<file path="src/rtl/pwm_capture.sv">
// pwm_capture: measures high time and period of a PWM input per period and flags a stalled input.
module pwm_capture #(
    parameter int CNT_W = 10,
    parameter int SYNC  = 2
) (
    input  logic             clk,
    input  logic             rst,
    input  logic             pwm_in,
    output logic [CNT_W-1:0] high_count,
    output logic [CNT_W-1:0] period_count,
    output logic             valid,
    output logic             stuck,
    output logic             stuck_level
);
    localparam logic [1:0] WAIT = 2'd0, HIGH = 2'd1, LOW = 2'd2;
    localparam logic [CNT_W-1:0] MAX = '1;
    localparam logic [CNT_W-1:0] ONE = CNT_W'(1);
    logic [SYNC-1:0] sync_q, sync_d;
    logic prev_q, prev_d;
    logic [1:0] state_q, state_d;
    logic [CNT_W-1:0] hcnt_q, hcnt_d, pcnt_q, pcnt_d;
    logic [CNT_W-1:0] high_q, high_d, period_q, period_d;
    logic valid_q, valid_d, stuck_q, stuck_d, stuck_level_q, stuck_level_d;
    logic pwm_s, rise, fall, timeout, publish;
    always_comb begin
        pwm_s = sync_q[SYNC-1];
        rise = pwm_s & ~prev_q;
        fall = ~pwm_s & prev_q;
        // a rise always wins over the timeout, so a MAX-length period still publishes
        timeout = (pcnt_q == MAX) & ~rise;
        publish = rise && state_q == LOW;
        sync_d = {sync_q[SYNC-2:0], pwm_in};
        prev_d = pwm_s;
        state_d = rise ? HIGH : timeout ? WAIT : (state_q == HIGH && fall) ? LOW : state_q;
        hcnt_d = rise ? ONE : (state_q == HIGH && !fall && !timeout) ? hcnt_q + ONE : hcnt_q;
        pcnt_d = rise ? ONE : timeout ? MAX : pcnt_q + ONE;
        high_d = publish ? hcnt_q : high_q;
        period_d = publish ? pcnt_q : period_q;
        valid_d = publish;
        stuck_d = rise ? 1'b0 : timeout ? 1'b1 : stuck_q;
        stuck_level_d = (timeout || stuck_q) ? pwm_s : stuck_level_q;
    end
    always_ff @(posedge clk) begin
        if (rst) begin
            sync_q <= '0;
            prev_q <= 1'b0;
            state_q <= WAIT;
            hcnt_q <= '0;
            pcnt_q <= '0;
            high_q <= '0;
            period_q <= '0;
            valid_q <= 1'b0;
            stuck_q <= 1'b0;
            stuck_level_q <= 1'b0;
        end else begin
            sync_q <= sync_d;
            prev_q <= prev_d;
            state_q <= state_d;
            hcnt_q <= hcnt_d;
            pcnt_q <= pcnt_d;
            high_q <= high_d;
            period_q <= period_d;
            valid_q <= valid_d;
            stuck_q <= stuck_d;
            stuck_level_q <= stuck_level_d;
        end
    end
    assign high_count = high_q;
    assign period_count = period_q;
    assign valid = valid_q;
    assign stuck = stuck_q;
    assign stuck_level = stuck_level_q;
endmodule

</file>
<file path="config.mk">
export PLATFORM = sky130hd
export DESIGN_NAME = pwm_capture
export DESIGN_NICKNAME = d
export VERILOG_FILES = /design/src/rtl/pwm_capture.sv
export SDC_FILE = /design/constraint.sdc
export NUM_CORES = 1
export LEC_CHECK = 0
export CORE_MARGIN = 3
export CORE_UTILIZATION = 40
export CTS_BUF_LIST = sky130_fd_sc_hd__clkbuf_4 sky130_fd_sc_hd__clkbuf_8
export CTS_CLUSTER_SIZE = 40
export DETAILED_ROUTE_END_ITERATION = 8
export PLACE_DENSITY = 0.7
export SLEW_MARGIN = 20
export SYNTH_ARGS = -nofsm -noshare
export SYNTH_HDL_FRONTEND = slang
export SYNTH_SLANG_ARGS = --single-unit
</file>
<file path="constraint.sdc">
create_clock -name clk -period 2.3 [get_ports clk]
set_input_delay 0.46 -clock clk [delete_from_list [all_inputs] [get_ports clk]]
set_output_delay 0.46 -clock clk [all_outputs]
set_load 0.1 [all_outputs]
</file>
# Yosys cells after proc, flatten, opt, wreduce, memory -nomap -nowiden
# Index checks and enable logic that the tools add are counted.
# word_totals
ff_bits,48
latchBits,0
ramBits,0
romBits,0
input_bits,3
output_inout_bits,23
word_cells,42
mem_count,0
# op_classes
addsub,2
mul,0
div,0
order_cmp,0
n_eq_ne,3
shifts,0
muxes,7
n_bitwise,6
n_reduce_logical,11
# op_table
operator,n
adder 10 x 1 -> 10 bit (second input constant),2
equality test 10 bit (second input constant),1
2-to-1 mux 10 bit,1
2-to-1 mux 1 bit,6
logical AND 1 bit,4
AND 1 bit,3
NOT 1 bit,3
nonzero test 3 bit,1
OR reduction 3 bit,1
equality test 2 x 1 -> 1 bit (second input constant),1
equality test 2 bit (second input constant),1
logical NOT 1 bit,2
nonzero test 2 bit,1
OR reduction 2 bit,1
logical OR 1 bit,1

# Logic depth before layout (Yosys ltp)
# logic_depth
ltp_word,8
depth_mapped,7
mapped_depth_nobuf,5

# Least setup slack after synthesis
# Ideal clock, no wire load.
# synth_timing
path_type,register -> register
startpoint,reg pcnt_q[0]
endpoint,reg hcnt_q[7]
setup_ns,0.072
arrival_time_ns,1.658
t_required_ns,2.228
slack_ns,0.570
stages_incl_launch_ff,8
path_buffers,2
period_less_slack_ns,1.730
path_cell_list,dfxtp_1 > ha_1 > and3_1 > buf_4 > o2111a_4 > buf_4 > nor4_1 > mux2i_1
# synth_between
elab_chain_cells,4
# synth_rtl
item,line_no,text
"start, declared",21,"logic [CNT_W-1:0] hcnt_q, hcnt_d, pcnt_q, pcnt_d;"
"start signal, assigned",60,pcnt_q <= pcnt_d;
equality test 10 bit,30,timeout = (pcnt_q == MAX) & ~rise;
AND 1 bit,30,
logical NOT 1 bit,35,hcnt_d = rise ? ONE : (state_q == HIGH && !fall && !timeout) ? hcnt_q + ONE : hcnt_q;
logical AND 1 bit,35,
"end signal, assigned",59,hcnt_q <= hcnt_d;
"end, declared",21,
# Every way passes these cells.
# A chain may end at the register's enable or synchronous reset.

# Worst setup path in the final report
# layout_timing
startpoint,reg pcnt_q[0]
endpoint,reg hcnt_q[5]
# The elaborated chain is that of the path after synthesis.

==> reports/metrics.csv <==
metric;value;unit
outcome;finished, final reports clean;
Vias;1601;
number of global-route vias before repair;1372;
library cells used by synthesis;39;
CTS Root Buffer Type;clkbuf_8;
Routability Congestion;0.8045;
CP Launch Type;flop;
R2R depth;5;
hold crit path type;flop to flop;
Post-Synth Simple-Gate Area;23.22;%
Setup WS pre-CTS;459.3;ps
hold endpoint;sync_q[1];
Nets;255;
Synth Cell Area;1934;sq um
Leakage;0.0008093;uW
Die Span X;75.54;um
GRT Total Usage;14.66;%
Mean Syn Cell Area;8.559;sq um
DRC;0;
DP Wirelength;2599;um
WP data required;2530;ps
crit path cell chain;ha_1 > and3_1 > o2111a_4 > or4_1 > a21oi_1;
adder-cell share of the synthesized area;1.294;%
final setup violation count;0;
total grt overflow;0;
Max FO, Critical Path;17;
TritonCTS buffer count;5;
first-pass GRT wire length;6354;um
synth-to-layout area growth;18.18;%
Hold Startpoint;sync_q[0];
Final Cycle Share;82.71;%
CP delay by family, top;simple AND/OR/NAND/NOR gates;
initial core utilization;42.94;%
number of port buffers;25;
Main synth FF type;dfxtp_1;
fin crit period;1902;ps
Die H;75.54;um
Worst setup EP type;flop;
EDFF count, synth;0;
postcts setup bufs;0;
drt first pass iters;4;
number of diodes;0;
die area;5706;sq um
max-cap viol count;0;
Sink Count;48;
critical path type;flop to flop;
Slew HR;59.41;%
fmax;0.5257;GHz
Clock Skew;8.135;ps
Synth Area in Compound Gates;17.27;%
Buf/Inv on CP;0;
Syn Nets;231;
Mapped Cells;226;
Area contributors post-synth;dfxtp_1, nand2_1, a21oi_1;
DR vias/cell;5.284;
Synth area leader;dfxtp_1;
Post-CTS Resized;0;
Worst-Margin Slew;604.8;ps
setup slack, reg-to-reg;400;ps
row cnt;24;
H-Tree Depth;2;
final hold vios;0;
Peak VDD IR;0.2953;mV
Antenna Nets Post-Route;0;
Final Routed Wirelength;3810;um
fraction of registers with async set/reset;0;%
antenna violations before repair;0;
CTS tree;done;
largest net degree at the start of global routing;32;
post-synth top area share;49.68;%
Skew-Pair Late Insertion Delay;300;ps
largest family of logic cells by synthesized area;simple AND/OR/NAND/NOR gates;
Setup WS post-layout;397.6;ps
share of post-route cells with drive strength above 1;15.94;%
unrepaired setup endpoints after global routing;no;
worst r2r src;pcnt_q[0];
PD cells;671.9;nW/um^2
WHS;448.1;ps
Largest stage delay, worst path;530;ps
Avg WL per Cell;12.57;um
Starting DRT DRC Count;118;
I/O pins;26;
#FFs+latches synth;48;
Core Region;4504;sq um
multiplexer area fraction after synthesis;1.552;%
clk buf depth;2;
clock slew at reported path FFs;90;ps
Setup TNS;0;ps
Yosys warnings;0;
crit path DAT;2140;ps
max-slew violation count;0;
WHS Path Cells;1;
hold buffer count at cts;0;
Seq/Total Area, Yosys;49.68;%
xor and xnor area share after synthesis;3.169;%
Crit Reg-Reg Endpoint;hcnt_q[5];
slowest CP cell;or4_1;
-- synth_stat cells (4+ instances only) --
master    instances
nand2_1          50
dfxtp_1          48
a21oi_1          35
nor2_1           11
clkbuf_1          6
nand3_1           6
o31ai_1           5
or4_1             5
xnor2_1           5
nor2b_1           4
o21ai_0           4
or3_1             4
-- worst register-to-register path, stage by stage, from the launching register on --
cell and delay, ps:
dfxtp_1 370, ha_1 240, and3_1 290, o2111a_4 260, or4_1 530, a21oi_1 150
-- sequential cells by signal, indices dropped and copies added (netlist names), 2 cells and up --
signal,flops
state_q,2
high_count,10
hcnt_q,10
sync_q,2
period_count,10
pcnt_q,10
-- kinds of logic (layout without fill, tap and decap cells) --
| group | after synthesis | in the layout |
|---|---|---|
| AOI/OAI and AO/OA | 56 | 56 |
| xor gates and xnor gates | 7 | 7 |
| adders and majority gates | 2 | 2 |
| buffers and inverters | 15 | 40 |
| DFF | 48 | 48 |
| muxes | 3 | 3 |
| and+or+nand+nor | 95 | 95 |
-- worst max path at each step --
stage                    from        end  slack [ps]  depth (start not counted)
finish              pcnt_q[0]  hcnt_q[5]         400                          5
global route        pcnt_q[0]  hcnt_q[5]         310                          5
CTS                 pcnt_q[0]  hcnt_q[5]         410                          5
detailed placement  pcnt_q[0]  hcnt_q[3]         460                          5
global placement    pcnt_q[0]  hcnt_q[3]         510                          5
floorplan           pcnt_q[0]  hcnt_q[7]         570                          7
-- power by group --
group / total (uW) / switching (uW) / internal, uW / leakage [uW]
sequential: 852 / 12.8 / 839 / 0.000388
clock: 635 / 280 / 355 / 0.0000614
combinational: 48.3 / 29.5 / 18.8 / 0.000360
-- layer usage --
metal / track usage (%) / vias to the layer above / part of all wire (%)
met1: 19.64 / 725 / 50
met3: 4.354 / 6 / 5.4
met2: 22.05 / 34 / 43
li1: - / 836 / -
met4: 6.019 / 0 / 1.7
met5: 0 / - / 0
-- through the flow --
step,power (uW),instances,utilization [%],instance area (sq um)
after global routing,1594,303,50.75,2286
final,1536,303,50.75,2286
after global placement,918.9,295,48.06,2165
after CTS,1552,303,50.75,2286
after floorplan,903.2,226,-,1934
after detailed placement,919.4,295,48.06,2165
-- layout make-up --
class                      count  area [sq um]
tap                           52         65.06
clock inverter                 2         38.79
timing repair buffer          29         222.7
clock buffer                   6         82.58
sequential                    48         960.9
inverter                       3         11.26
fill                         426          2218
multi-input combinational    163         904.6
-- placed cells by master, fill, tap and decap left out, types with 3 or more instances in the layout --
cell      netlist  final
a21oi_1        35     35
a31oi_1         3      3
and3_1          3      3
buf_4           2     27
clkbuf_8        0      6
dfxtp_1        48     48
mux2i_1         3      3
nand2_1        50     50
nand3_1         6      6
nor2_1         11     11
nor2b_1         4      4
o21ai_0         4      4
o31ai_1         5      5
or3_1           4      4
or4_1           5      5
xnor2_1         5      5
Note: power is estimated with default switching activity, not from simulation.
